### src/rtl/fu_pkg.sv
// Shared constants and state encoding for the functional-unit arbiter.
package fu_pkg;

    localparam int DATA_W = 8;
    localparam int OP_W   = 3;

    typedef enum logic [1:0] {
        IDLE = 2'd0,
        EXEC = 2'd1,
        RESP = 2'd2
    } state_t;

endpackage

### src/rtl/rr_arb2.sv
// Two-way round-robin grant selection. On a tie the requester that was not
// served last wins; a lone requester always wins.
module rr_arb2 (
    input  logic [1:0] req,
    input  logic       last_grant,
    output logic       grant,
    output logic       grant_valid
);

    // Pick the winner from the current requests and the previous grant.
    always_comb begin
        grant       = 1'b0;
        grant_valid = |req;
        case (req)
            2'b01:   grant = 1'b0;
            2'b10:   grant = 1'b1;
            2'b11:   grant = ~last_grant;
            default: grant = 1'b0;
        endcase
    end

endmodule

### src/rtl/fu_arbiter.sv
// Shares one combinational functional unit between two requesters.
// A command is registered onto fu_a/fu_b/fu_op, the unit settles for one
// cycle, the result is captured and then returned on the owner's response
// handshake.
//
//   state | meaning
//   ------+------------------------------------------------------------
//   IDLE  | waiting for a command; the granted requester sees ready
//   EXEC  | fu_* driven and stable; fu_f captured at the end of the cycle
//   RESP  | result offered to the owner until its resp_ready is seen
module fu_arbiter
    import fu_pkg::*;
#(
    parameter int DATA_W = fu_pkg::DATA_W,
    parameter int OP_W   = fu_pkg::OP_W
) (
    input  logic              clk,
    input  logic              rst,

    input  logic              req0_valid,
    output logic              req0_ready,
    input  logic [DATA_W-1:0] req0_a,
    input  logic [DATA_W-1:0] req0_b,
    input  logic [OP_W-1:0]   req0_op,

    input  logic              req1_valid,
    output logic              req1_ready,
    input  logic [DATA_W-1:0] req1_a,
    input  logic [DATA_W-1:0] req1_b,
    input  logic [OP_W-1:0]   req1_op,

    output logic              resp0_valid,
    input  logic              resp0_ready,
    output logic [DATA_W-1:0] resp0_f,

    output logic              resp1_valid,
    input  logic              resp1_ready,
    output logic [DATA_W-1:0] resp1_f,

    output logic [DATA_W-1:0] fu_a,
    output logic [DATA_W-1:0] fu_b,
    output logic [OP_W-1:0]   fu_op,
    input  logic [DATA_W-1:0] fu_f,

    output logic              busy
);

    state_t            state;
    state_t            state_nx;
    logic              owner;
    logic              last_grant;
    logic [DATA_W-1:0] result;
    logic              grant;
    logic              grant_valid;
    logic              accept;
    logic              resp_done;

    rr_arb2 u_rr_arb2 (
        .req         ({req1_valid, req0_valid}),
        .last_grant  (last_grant),
        .grant       (grant),
        .grant_valid (grant_valid)
    );

    // Ready only goes to a requester that is actually granted, so at most one
    // of the two is ever high, and never outside IDLE.
    assign req0_ready = (state == IDLE) && grant_valid && (grant == 1'b0);
    assign req1_ready = (state == IDLE) && grant_valid && (grant == 1'b1);

    // The granted requester's valid is high by construction of grant_valid.
    assign accept    = (state == IDLE) && grant_valid;
    assign resp_done = (state == RESP) && (owner ? resp1_ready : resp0_ready);

    assign resp0_valid = (state == RESP) && (owner == 1'b0);
    assign resp1_valid = (state == RESP) && (owner == 1'b1);
    assign resp0_f     = result;
    assign resp1_f     = result;
    assign busy        = (state != IDLE);

    // Next-state decode.
    always_comb begin
        state_nx = state;
        case (state)
            IDLE:    if (accept) state_nx = EXEC;
            EXEC:    state_nx = RESP;
            RESP:    if (resp_done) state_nx = IDLE;
            default: state_nx = IDLE;
        endcase
    end

    // State register.
    always_ff @(posedge clk or posedge rst) begin
        if (rst) state <= IDLE;
        else     state <= state_nx;
    end

    // Command capture on accept and result capture at the end of EXEC.
    // last_grant resets to 1 so requester 0 wins the first tie.
    always_ff @(posedge clk or posedge rst) begin
        if (rst) begin
            fu_a       <= '0;
            fu_b       <= '0;
            fu_op      <= '0;
            result     <= '0;
            owner      <= 1'b0;
            last_grant <= 1'b1;
        end else begin
            if (accept) begin
                fu_a       <= grant ? req1_a  : req0_a;
                fu_b       <= grant ? req1_b  : req0_b;
                fu_op      <= grant ? req1_op : req0_op;
                owner      <= grant;
                last_grant <= grant;
            end
            if (state == EXEC) result <= fu_f;
        end
    end

endmodule

### config.mk
export PLATFORM = sky130hd
export DESIGN_NAME = fu_arbiter
export DESIGN_NICKNAME = d
export VERILOG_FILES = /design/src/rtl/fu_pkg.sv /design/src/rtl/rr_arb2.sv /design/src/rtl/fu_arbiter.sv
export SDC_FILE = /design/constraint.sdc
export NUM_CORES = 1
export LEC_CHECK = 0
export CAP_MARGIN = 20
export CORE_ASPECT_RATIO = 2
export CORE_MARGIN = 4
export CORE_UTILIZATION = 40
export CTS_CLUSTER_DIAMETER = 50
export DETAILED_ROUTE_END_ITERATION = 12
export PLACE_DENSITY = 0.87
export SKIP_CTS_REPAIR_TIMING = 1
export SYNTH_ARGS = -nofsm -noshare
export SYNTH_HDL_FRONTEND = slang
export SYNTH_SLANG_ARGS = --single-unit
export TNS_END_PERCENT = 20
### constraint.sdc
create_clock -name clk -period 3.3 [get_ports clk]
set_input_delay 0.33 -clock clk [delete_from_list [all_inputs] [get_ports clk]]
set_output_delay 0.33 -clock clk [all_outputs]
set_load 0.03 [all_outputs]
==> run metrics, run 1 <==
Post-Synth XOR/XNOR Area=0%; share of layout cells above drive strength 1=10.1%; Site Rows=31; commonest non-fill, non-tap cell in the layout=clkdlybuf4s50_1; vias in the first global route=1492; R2R Setup Slk=1.88 ns; combinational fraction of design power=58.6%; largest family of logic cells by synthesized area=buffers and inverters; Synth Area in Simple Gates=4.56%; Worst-Margin Slew=0.809 ns; Vias=1385; DIE WIDTH=52.2 µm; Power per Cell Area=1030 mW/mm²; Sum Neg Setup Slack=0 ns; Final Critical Period=2.45 ns; final setup vio count=0; DRC=0; Worst R2R End=fu_op[1]$_DFFE_PP0P_; Worst EP required=2.97 ns; NumNets Final=288; Power Total=2.60 mW; final hold vios=0; CTS Sinks=31; Int Power=1.50 mW; clock skew=0.00725 ns; DR WL/cell=15.4 µm; most frequent cells in the layout=clkdlybuf4s50_1 (91), inv_1 (42), dfrtp_1 (30); CP most frequent cell=clkdlybuf4s50_1; worst r2r src=state[1]$_DFFE_PP0P_; drt first pass iters=4; area of the multi-input gates=479 µm²; post-synthesis compound-gate area fraction=17.7%; drt total wl=4.40 mm; # fillers=292; Die Ht=96.5 µm; vias per std cell=4.84; placed insts=278; Worst Reg-to-Reg Cells=3; register area=777 µm²; clk_lat worst skew=0.27 ns; RSZ-0062 raised after global routing=false; CTS max path bufs=2; cell leakage power=1.19 nW; H-Tree Depth=2; switching share of power=42.5%; synthesized flop and latch total=31; 1st-iter DRT viols=23; Area Growth Syn to Fin=61.2%; cts bufs inserted=5; maxcap violations=0; Ports=92; Finished Cell Area=0.00252 mm²; Worst path slowest cell=clkdlybuf4s50_1; CP Capture Type=output pin; worst-path maximum fanout=22; Pins Over Slew Limit=0; global-route wire length before repair=6.67 mm; slowest stage delay, CP=0.68 ns; Clk pwr share=14.6%; Mapped Cells=153; FMAX=0.409 GHz; core area=0.00368 mm²; Clk pin slew, worst setup/hold paths=0.07 ns; Placed Area=0.00240 mm²; kind of critical path=in -> out; Avg Cell Area, Syn=10.2 µm²; routability congestion estimate=0.830; crit path DAT=2.12 ns; CP Cell Sequence=clkdlybuf4s50_1, nand2_1, nand3_2, inv_1, clkdlybuf4s50_1; switching power=1.11 mW; Worst setup SP type=input pin; CTS tree=yes; Post-Syn Area=0.00157 mm²; die area=0.00504 mm²; maximum vdd drop=0.613 mV; Syn Nets=205; Distinct cells, synth=21; DRT antenna net count=0; Inserted Diodes=0; post-route insts no fill=286; status=finished, final reports clean; final worst-path cycle share=74.2%; I/O Buffers=91; Adder-Cell Fraction of Synth Area=0%; Slew HR=46.0%; CTS root buffer=clkbuf_8; sequential share of power=26.8%; pin count of the biggest net entering global routing=32; worst min-delay path class=in -> async; sequential share of the synthesized area=49.6%; detailed placement HPWL=3.44 mm; Starting Density=42.5%; total track usage=18.1%; GRT overflow=0; initial antenna violation count=0; mux cell area share after synthesis=8.39%; yosys warns=0; Hold Slack=0.431 ns
-- kinds of logic (layout without fill, tap and decap cells) --
family | after synthesis | after routing
buffers and inverters | 60 | 144
AO/OA/AOI/OAI | 41 | 41
flip-flops | 31 | 31
AND/OR/NAND/NOR | 12 | 12
multiplexers | 9 | 9
-- per-stage QoR --
stage	worst slack [ns]	util, %
after floorplan	1.91	-
after global placement	0.889	65.3
after detailed placement	0.837	65.3
after CTS	0.844	68.5
after global routing	0.729	68.5
final	0.852	68.5
-- routing by layer --
layer,track usage (%),part of all wire (%),up-vias
met5,0,0,-
met3,2.61,4.2,11
met1,16.3,33,664
li1,-,-,656
met2,36.1,59,54
met4,10.0,3.2,0
-- final cells by class --
class	instances	share of cell area, %
multi-input cells	62	19.0
well taps	49	2.43
repair buffers	93	36.7
clock buffers	6	3.27
clock inverters	2	1.39
inverters	43	6.40
flip-flops and latches	31	30.8
-- flip-flops by register name, summed over array words and instances, names as in the netlist --
register and flops:
fu_a 8, fu_b 8, fu_op 3, last_grant 1, owner 1, resp0_f 8
state 2
-- Yosys cell counts, drive strengths merged --
cell type	number	area share, %
nand2	2	0.48
mux2	9	8.4
dfstp	1	1.7
nor2	5	1.8
inv	43	10
o21ai	22	7.0
dfrtp	30	48
clkbuf	1	0.24
or2b	1	0.48
o221ai	19	11
nand3	2	0.96
buf	16	9.2
nand2b	2	0.80
-- how the worst max path moves through the flow --
stage,slack [ns],depth (start not counted),end,startpoint
floorplan,1.91,4,req0_ready,last_grant$_DFFE_PP1P_
global placement,0.89,5,req1_ready,req0_valid
detailed placement,0.84,5,req1_ready,req0_valid
CTS,0.84,5,req1_ready,req0_valid
global route,0.73,5,req1_ready,req0_valid
finish,0.85,5,req1_ready,req0_valid
-- critical path: cells and delay by family --
family        cells  cell delay [ns]
buf+inv           3             1.29
simple gates      2             0.49
-- power by group through the flow --
stage	Combinational, mW	Clock (mW)	Sequential, mW
after floorplan	0.718	0	1.01
after global placement	1.52	0	0.691
after detailed placement	1.54	0	0.706
after CTS	1.55	0.391	0.700
after global routing	1.61	0.410	0.725
final	1.53	0.381	0.697
(Power assumes the default switching activity.)
==> inputs of run 2 (changes only) <==
- CORE_UTILIZATION: 40 -> 34
- PLACE_DENSITY: 0.87 -> 0.79
- clock period: 3.3 -> 2.1 ns (I/O delays scaled with it)
==> run 2 against run 1 <==
Compared with the run above: combinational power up 56%; total power increased by 51%; non-clock buffer count is 2 higher; global-route usage fell by 3.3 points; final area decreased by 0.55%; clock power increased by 20%; via count is 3.8% lower; worst setup slack worse by 0.75 ns; largest power group unchanged.
==> run metrics, run 2 (synthesized netlist as in run 1, its figures left out) <==
status=finished, final reports clean; DR WL/cell=14.4 µm (-6.5%); GRT overflow=0 (unchanged); routability congestion estimate=0.752 (-9.4%); Finished Cell Area=0.00251 mm² (-0.55%); drt first pass iters=4 (unchanged); commonest non-fill, non-tap cell in the layout=clkdlybuf4s50_1; total track usage=14.7% (-3.3 points); RSZ-0062 raised after global routing=false; crit path DAT=1.79 ns (-0.33 ns); CP Capture Type=output pin; global-route wire length before repair=6.77 mm (+1.4%); Ports=92 (unchanged); Vias=1333 (-3.8%); final hold vios=0 (unchanged); Core Util, Final=57.3% (-11 points); Site Rows=34 (+9.7%); setup ws final=0.101 ns (-0.751 ns); FMAX=0.500 GHz; Die Ht=104 µm (+7.8%); Slew HR=51.8% (+5.8 points); Starting Density=35.7% (-6.8 points); DRC=0 (unchanged); maximum vdd drop=0.900 mV (+47%); Power per Cell Area=1570 mW/mm² (+52%); Placement Setup Slack=0.388 ns (-0.449 ns); Area Growth Syn to Fin=60.3%; die area=0.00582 mm² (+15%); worst min-delay path class=in -> async; final worst-path cycle share=95.2%; CTS Sinks=31 (unchanged); cell leakage power=1.19 nW (-0.17%); drt total wl=4.20 mm (-4.5%); final setup vio count=0 (unchanged); CTS tree=yes; initial antenna violation count=0 (unchanged); most frequent cells in the layout=clkdlybuf4s50_1 (89), inv_1 (42), dfrtp_1 (30); worst-path maximum fanout=3 (-86%); NumNets Final=290 (+0.69%); Clk pin slew, worst setup/hold paths=0.06 ns (about the same); share of layout cells above drive strength 1=11.3% (+1.2 points); CTS max path bufs=2 (unchanged); clock skew=0.00473 ns (-0.00252 ns); vias per std cell=4.57 (-5.7%); Worst EP required=1.89 ns (-1.08 ns); Inserted Diodes=0 (unchanged); H-Tree Depth=2 (unchanged); Worst-Margin Slew=0.722 ns (-0.0870 ns); Power Total=3.94 mW (+51%); cts bufs inserted=5 (unchanged); Final Critical Period=2.00 ns; CTS root buffer=clkbuf_8; DIE WIDTH=56.0 µm (+7.2%); pin count of the biggest net entering global routing=32 (unchanged); 1st-iter DRT viols=32 (+39%); kind of critical path=reg -> out; Placed Area=0.00242 mm² (+0.68%); Pins Over Slew Limit=0 (unchanged); Sum Neg Setup Slack=0 ns (unchanged); maxcap violations=0 (unchanged); Worst setup SP type=flop; clk_lat worst skew=0.28 ns (about the same); DRT antenna net count=0 (unchanged); detailed placement HPWL=3.28 mm (-4.5%); I/O Buffers=91 (unchanged); Worst Reg-to-Reg Cells=4 (+1); core area=0.00438 mm² (+19%); vias in the first global route=1373 (-8.0%)
==> run 2: changes by cell type in the layout (fill, tap and decap cells not counted), sizes merged <==
cell / previous run / this run
clkdlybuf4s50: 91 / 89
bufinv: 1 / 0
buf: 2 / 6
==> run 2: cell type report <==
type / count / area, µm²
flip-flops and latches: 31 / 777
inverters: 43 / 161
clock buffers: 6 / 82.6
clock inverters: 1 / 5.00
multi-input cells: 62 / 479
fillers: 387 / 1870
repair buffers: 95 / 936
well taps: 54 / 67.6
==> run 2: critical path: stages, from the launching register on <==
cell             delay [ns]
dfrtp_1                0.42
or2b_1                 0.27
nor2_1                 0.13
clkdlybuf4s50_1        0.70
==> run 2: final timing paths <==
path                                     endpoint                    from  slack [ns]
min                        resp0_f[4]$_DFFE_PP0N_                     rst        0.32
max reg2reg                   fu_b[6]$_DFFE_PP0P_  last_grant$_DFFE_PP1P_        0.71
min reg2reg                last_grant$_DFFE_PP1P_  last_grant$_DFFE_PP1P_        0.49
max in group asynchronous  last_grant$_DFFE_PP1P_                     rst        1.45
min in group clk           last_grant$_DFFE_PP1P_  last_grant$_DFFE_PP1P_        0.49
max                                   resp1_valid    state[0]$_DFFE_PP0P_        0.10
==> run 2: report_power, final <==
| part | total, mW | switching, mW | leakage (nW) | internal (mW) |
|---|---|---|---|---|
| Sequential | 1.10 | 0.195 | 0.376 | 0.905 |
| Combinational | 2.39 | 1.31 | 0.769 | 1.07 |
| Clock | 0.458 | 0.202 | 0.0470 | 0.256 |
==> run 2: metal layers <==
layer / global-route usage, % / vias up / part of all wire (%)
met5: 0 / - / 0
met4: 8.49 / 0 / 3.3
met3: 3.73 / 10 / 5.9
met2: 27.3 / 52 / 56
met1: 14.1 / 611 / 35
li1: - / 660 / -
==> run 2: metrics by stage <==
step | hold WS, ns | std cells
after floorplan | 0.313 | 153
after global placement | 0.481 | 285
after detailed placement | 0.489 | 285
after CTS | 0.333 | 292
after global routing | 0.363 | 292
final | 0.325 | 292
==> inputs of run 3 (changes only) <==
- GPL_ROUTABILITY_DRIVEN: unset -> 0
- SLEW_MARGIN: unset -> 20
==> results of run 3 <==
The final DEF is identical to that of run 2; final timing and power are the same.
